[config.mk]
export PLATFORM = sky130hd
export DESIGN_NAME = ssp_frame_codec
export DESIGN_NICKNAME = d
export VERILOG_FILES = /design/src/rtl/ssp_frame_codec.sv
export SDC_FILE = /design/constraint.sdc
export NUM_CORES = 1
export LEC_CHECK = 0
export ABC_AREA = 1
export ABC_CLOCK_PERIOD_IN_PS = 5300
export CORE_MARGIN = 5
export CORE_UTILIZATION = 58
export CTS_CLUSTER_DIAMETER = 200
export DETAILED_ROUTE_END_ITERATION = 8
export PLACE_DENSITY = 0.83
export SLEW_MARGIN = 20
export SYNTH_ARGS = -nofsm -noshare
export SYNTH_HDL_FRONTEND = slang
export SYNTH_SLANG_ARGS = --single-unit
[constraint.sdc]
create_clock -name ck_1356meg -period 5.3 [get_ports ck_1356meg]
set_input_delay 1.59 -clock ck_1356meg [delete_from_list [all_inputs] [get_ports ck_1356meg]]
set_output_delay 1.59 -clock ck_1356meg [all_outputs]
set_load 0.05 [all_outputs]
[src/rtl/ssp_frame_codec.sv]
// SSP serialiser/deserialiser: derives ssp_clk/ssp_frame from ck_1356meg, shifts TX words out, assembles RX words.
// Optional build macro SSP_LOOPBACK_EN adds a "loopback" input that routes ssp_din back into the RX sampler.
module ssp_frame_codec #(
  parameter int FRAME_BITS = 8,
  parameter int CLK_DIV    = 4
) (
  input  logic                  ck_1356meg,
  input  logic                  reset,
  input  logic                  lsb_first,
  input  logic [FRAME_BITS-1:0] tx_data,
  input  logic                  tx_valid,
  output logic                  tx_ready,
  output logic                  tx_underrun,
  output logic [FRAME_BITS-1:0] rx_data,
  output logic                  rx_valid,
  output logic                  ssp_clk,
  output logic                  ssp_frame,
  output logic                  ssp_din,
  input  logic                  ssp_dout
`ifdef SSP_LOOPBACK_EN
  ,
  input  logic                  loopback
`endif
);

  localparam int BW = (FRAME_BITS > 1) ? $clog2(FRAME_BITS) : 1;
  localparam int DW = (CLK_DIV > 1) ? $clog2(CLK_DIV) : 1;
  localparam logic [DW-1:0] DIV_LAST = DW'(CLK_DIV - 1);
  localparam logic [DW-1:0] RISE_PRE = DW'(CLK_DIV / 2 - 1);
  localparam logic [DW-1:0] DIV_HALF = DW'(CLK_DIV / 2);
  localparam logic [BW-1:0] BIT_LAST = BW'(FRAME_BITS - 1);

  logic [DW-1:0]         div_r, div_nxt_s;
  logic [BW-1:0]         bit_r, bit_nxt_s;
  logic                  primed_r;
  logic                  ssp_clk_r, ssp_frame_r, ssp_din_r, din_nxt_s;
  logic                  tx_ready_r, ready_nxt_s, tx_underrun_r;
  logic [FRAME_BITS-1:0] hold_r, hold_nxt_s, sr_r, sr_nxt_s;
  logic                  lsb_r, lsb_nxt_s;
  logic [FRAME_BITS-1:0] rx_sr_r, rx_word_s, rx_data_r;
  logic                  rx_valid_r;
  logic                  rise_s, fall_s, boundary_s, write_s, rx_sample_s;

  // Position of serial bit index idx within the word for the given order.
  function automatic logic [BW-1:0] bit_pos(input logic lsb, input logic [BW-1:0] idx);
    bit_pos = lsb ? idx : (BIT_LAST - idx);
  endfunction

`ifdef SSP_LOOPBACK_EN
  assign rx_sample_s = loopback ? ssp_din_r : ssp_dout;
`else
  assign rx_sample_s = ssp_dout;
`endif

  // Timing events, holding-register handshake and next serial/RX state.
  always_comb begin
    rise_s     = (div_r == RISE_PRE);
    fall_s     = (div_r == DIV_LAST);
    boundary_s = fall_s && (bit_r == BIT_LAST);
    write_s    = tx_valid && tx_ready_r;
    div_nxt_s  = fall_s ? '0 : (div_r + DW'(1));
    if (boundary_s) begin
      bit_nxt_s = '0;
    end else if (fall_s) begin
      bit_nxt_s = bit_r + BW'(1);
    end else begin
      bit_nxt_s = bit_r;
    end
    // A write landing on the boundary is not bypassed into the shift register.
    if (boundary_s) begin
      sr_nxt_s    = tx_ready_r ? '0 : hold_r;
      lsb_nxt_s   = lsb_first;
      ready_nxt_s = !write_s;
    end else begin
      sr_nxt_s    = sr_r;
      lsb_nxt_s   = lsb_r;
      ready_nxt_s = tx_ready_r && !write_s;
    end
    hold_nxt_s = write_s ? tx_data : hold_r;
    din_nxt_s  = fall_s ? sr_nxt_s[bit_pos(lsb_nxt_s, bit_nxt_s)] : ssp_din_r;
    rx_word_s  = rx_sr_r;
    rx_word_s[bit_pos(lsb_r, bit_r)] = rx_sample_s;
  end

  // State and registered outputs.
  always_ff @(posedge ck_1356meg) begin
    if (reset) begin
      div_r         <= '0;
      bit_r         <= BIT_LAST;
      primed_r      <= 1'b0;
      ssp_clk_r     <= 1'b0;
      ssp_frame_r   <= 1'b0;
      ssp_din_r     <= 1'b0;
      tx_ready_r    <= 1'b1;
      tx_underrun_r <= 1'b0;
      hold_r        <= '0;
      sr_r          <= '0;
      lsb_r         <= 1'b0;
      rx_sr_r       <= '0;
      rx_data_r     <= '0;
      rx_valid_r    <= 1'b0;
    end else begin
      div_r         <= div_nxt_s;
      bit_r         <= bit_nxt_s;
      primed_r      <= primed_r || boundary_s;
      ssp_clk_r     <= (div_nxt_s >= DIV_HALF);
      ssp_frame_r   <= (bit_nxt_s == '0);
      ssp_din_r     <= din_nxt_s;
      tx_ready_r    <= ready_nxt_s;
      tx_underrun_r <= boundary_s && tx_ready_r;
      hold_r        <= hold_nxt_s;
      sr_r          <= sr_nxt_s;
      lsb_r         <= lsb_nxt_s;
      rx_sr_r       <= rise_s ? rx_word_s : rx_sr_r;
      rx_valid_r    <= rise_s && (bit_r == BIT_LAST) && primed_r;
      rx_data_r     <= (rise_s && (bit_r == BIT_LAST) && primed_r) ? rx_word_s : rx_data_r;
    end
  end

  assign tx_ready    = tx_ready_r;
  assign tx_underrun = tx_underrun_r;
  assign rx_data     = rx_data_r;
  assign rx_valid    = rx_valid_r;
  assign ssp_clk     = ssp_clk_r;
  assign ssp_frame   = ssp_frame_r;
  assign ssp_din     = ssp_din_r;

endmodule

==> implementation parameters <==
Parameter                              Value

Status
  Status ... completed

CTS
  Clock-pin slew on the worst setup and hold paths ... roughly 0.12 ns
  Maximum level of the CTS H-tree ... 2
  Quantity of gates resized following cts ... 0
  Buffer type at the clock tree root ... clkbuf_4
  Clock sinks ... 44
  Post-CTS Setup Bufs ... 0
  Max clock buf depth ... 2
  Clk Latency, worst-skew pair ... 0.36 ns
  Number of CTS-inserted buffers ... 5
  CTS tree ... yes
  Hold Buf Count CTS ... 0

Power and ir drop
  Post-layout total power ... 0.727 mW
  Power density of the placed cells ... between 300 and 400 mW/mm^2
  Worst ir drop on vdd ... approximately 0.2 mV
  Static leakage power ... 1.12 nW

Timing
  Transition time at the pin with the least slew margin ... 0.694 ns
  Max Transition Viols Final ... 0
  Setup repair after global routing missed its margin ... false
  Final setup violation count ... 0
  Number of hold-slack violations in the final timing report ... 0
  Layout Skew ... between 0.01 and 0.015 ns
  Worst slew margin relative to its limit ... 0.535
  Crit share post-route ... 0.636
  Shortest clock period the worst path allows after layout ... 3.37 ns
  Fin Setup TNS ... 0 ns
  Highest clock rate ... 297 MHz

Routing
  ANT nets after route ... 0
  Starting DRC count in detailed routing ... 149
  Post-Route WL ... 4.09 mm
  DRC Markers ... 0
  Detail-routed net length per standard cell ... 11.6 um
  Drt pass-1 iters ... 4
  Drt via density ... 5.02
  Total via count in the routed design ... approximately 1800

Floorplan
  Floorplan die area ... just under 0.005 sq mm
  Initial standard-cell utilization of the core ... 0.611
  Row count ... 21
  Die Y ... 69.7 um
  Total I/O pin count ... 27
  Die X-Extent ... around 70 um
  CORE AREA ... 0.00339 sq mm

Logic synthesis
  Ranking of synthesized cells by area ... dfxtp_1 (43%), nand2_1 (9.3%), nor2_1 (9.1%)
  Cell taking the most area after synthesis ... dfxtp_1
  Post-Synthesis Cells ... 286
  Post-Syn Nets ... 303
  Synth Cell Area ... 0.00207 sq mm
  Mean area per synthesized cell ... 7.24 sq um
  Distinct cell type count after synthesis ... 23
  Share of Yosys cell area claimed by the top area cell type ... 0.426
  Sequential element share of the synthesized area ... 0.426
  FF+latch count, synth ... 44
  Yosys Warn Count ... 0

Global route
  Gr ovfl total ... 0
  Initial antenna violation count ... 0
  GR Util All Layers ... 0.178
  Wire length of the first global-routing pass ... 7.09 mm
  Largest net degree at the start of global routing ... 29
  Via count of the first global-routing pass ... 1563

Critical path
  Required arrival time at the worst endpoint ... 5.56 ns
  Data arrival, critical path ... between 3 and 4 ns
  Worst r2r path cells ... 11
  Slowest stage delay, CP ... 0.87 ns
  Series of cell instances along the critical path ... clkdlybuf4s50_1 -> clkinv_1 -> o211ai_1 -> inv_1
  Critical-path cell with the highest stage delay ... clkdlybuf4s50_1
  Worst Path Class, Setup ... input pin to flip-flop
  Category of cells accounting for the largest share of critical-path delay ... buffers and inverters
  Critical path fanouts, max ... 28
  Sum of buffers and inverters on the critical path ... 3
  Critical path depth ... 4
  CP startpoint kind ... input pin
  Critical path endpoint category ... flip-flop

Placed design
  Post-detailed-placement half-perimeter wirelength ... 2.94 mm
  RePlAce Congestion ... 0.823
  Port Buf Inserts ... 26

Cells and area
  Ant. Diodes ... 0
  NumNets Final ... 324
  Area growth from synthesis to layout ... 14.8%
  Layout cell share with drive strength beyond 1 ... 0.0617
  Filler Cell Count ... roughly 270

Min path
  Path class of the lowest-slack min-delay path ... flip-flop to flip-flop
  Worst hold stages ... 1

Run
  Max cap viols ... 0
==> cell usage after synthesis <==
library cell and count:
xor2_1 2, buf_2 6, nand3_1 27, dfxtp_1 44, o211ai_1 19, clkinv_1 1
nor3_1 3, nand2_2 2, buf_6 3, xor2_2 3, o21ai_1 7, a21oi_1 6
nand4_1 1, nand2_4 2, inv_2 4, o21ai_0 9, nand2_1 51, ha_1 4
inv_1 37, or2_0 1, clkbuf_1 3, nand3_2 1, nor2_1 50
==> worst register-to-register path: stages (launching register included) <==
cell     delay [ns]
dfxtp_1        0.47
ha_1           0.19
ha_1           0.28
nand2_2        0.31
inv_1          0.31
nor2_1         0.07
nor2_1         0.16
nand3_1        0.10
nand3_1        0.07
nand3_1        0.07
nand3_1        0.08
nand2_1        0.06
==> final timing paths <==
| check | start | end | slack, ns |
|---|---|---|---|
| worst max-delay path | reset | rx_sr_r[0] | 1.93 |
| worst min-delay path | div_r[0] | div_r[0] | 0.48 |
| worst max register to register | bit_r[0] | ssp_din | 3.03 |
| worst min register to register | div_r[0] | div_r[0] | 0.48 |
==> final cells by class <==
type,count,area (sq um),share of cell area
multi-input combinational,188,956,0.403
clock buffer,7,55.1,0.0232
clock inverter,1,7.51,0.00316
timing repair buffer,26,260,0.110
tap,46,57.6,0.0242
sequential,44,881,0.371
inverter,42,158,0.0664
==> metal layers <==
metal  GRT usage  share of wire
met5           0              0
met2       0.251           0.42
met4      0.0638          0.017
met1       0.259           0.50
met3      0.0464          0.067
==> flip-flops by register name, indices dropped and copies added (netlist names), 2 cells and up <==
name / flops
hold_r: 8
rx_data: 8
rx_sr_r: 8
sr_r: 8
bit_r: 3
div_r: 2
==> power by group <==
part | switching, mW | total (mW) | internal [mW] | leakage, nW
Sequential | 0.0156 | 0.368 | 0.352 | 0.359
Clock | 0.106 | 0.171 | 0.0650 | 0.0315
Combinational | 0.121 | 0.188 | 0.0664 | 0.724
Total | 0.243 | 0.727 | 0.484 | 1.12
==> stage by stage <==
step / hold slack, ns / instance area, sq um / util / setup slack, ns / std cells
finish: 0.479 / 2370 / 0.701 / 1.93 / 354
global route: 0.497 / 2370 / 0.701 / 1.77 / 354
CTS: 0.477 / 2370 / 0.701 / 1.99 / 354
detailed placement: 0.460 / 2310 / 0.682 / 1.60 / 346
global placement: 0.443 / 2310 / 0.682 / 1.64 / 346
floorplan: 0.428 / 2070 / - / 2.91 / 286
==> placed cells by master (no fill, tap or decap), types with 3 or more instances in the layout <==
| master | Yosys | final |
|---|---|---|
| nand3_1 | 27 | 27 |
| inv_2 | 4 | 4 |
| o211ai_1 | 19 | 19 |
| a21oi_1 | 6 | 6 |
| inv_1 | 37 | 37 |
| dfxtp_1 | 44 | 44 |
| nor3_1 | 3 | 3 |
| xor2_2 | 3 | 3 |
| clkbuf_4 | 0 | 5 |
| nor2_1 | 50 | 50 |
| clkdlybuf4s50_1 | 0 | 26 |
| o21ai_1 | 7 | 7 |
| ha_1 | 4 | 4 |
| nand2_1 | 51 | 51 |
| o21ai_0 | 9 | 9 |
==> kinds of logic (layout without fill, tap and decap cells) <==
kind of cell               Yosys count  in the layout  synth area share
AOI/OAI and AO/OA                   41             41             0.122
xor gates and xnor gates             5              5            0.0320
adders and majority gates            4              4            0.0242
buffers and inverters               54             76             0.112
DFF                                 44             44             0.426
and+or+nand+nor                    138            138             0.284
No activity file was read; power rests on OpenSTA's default activity.
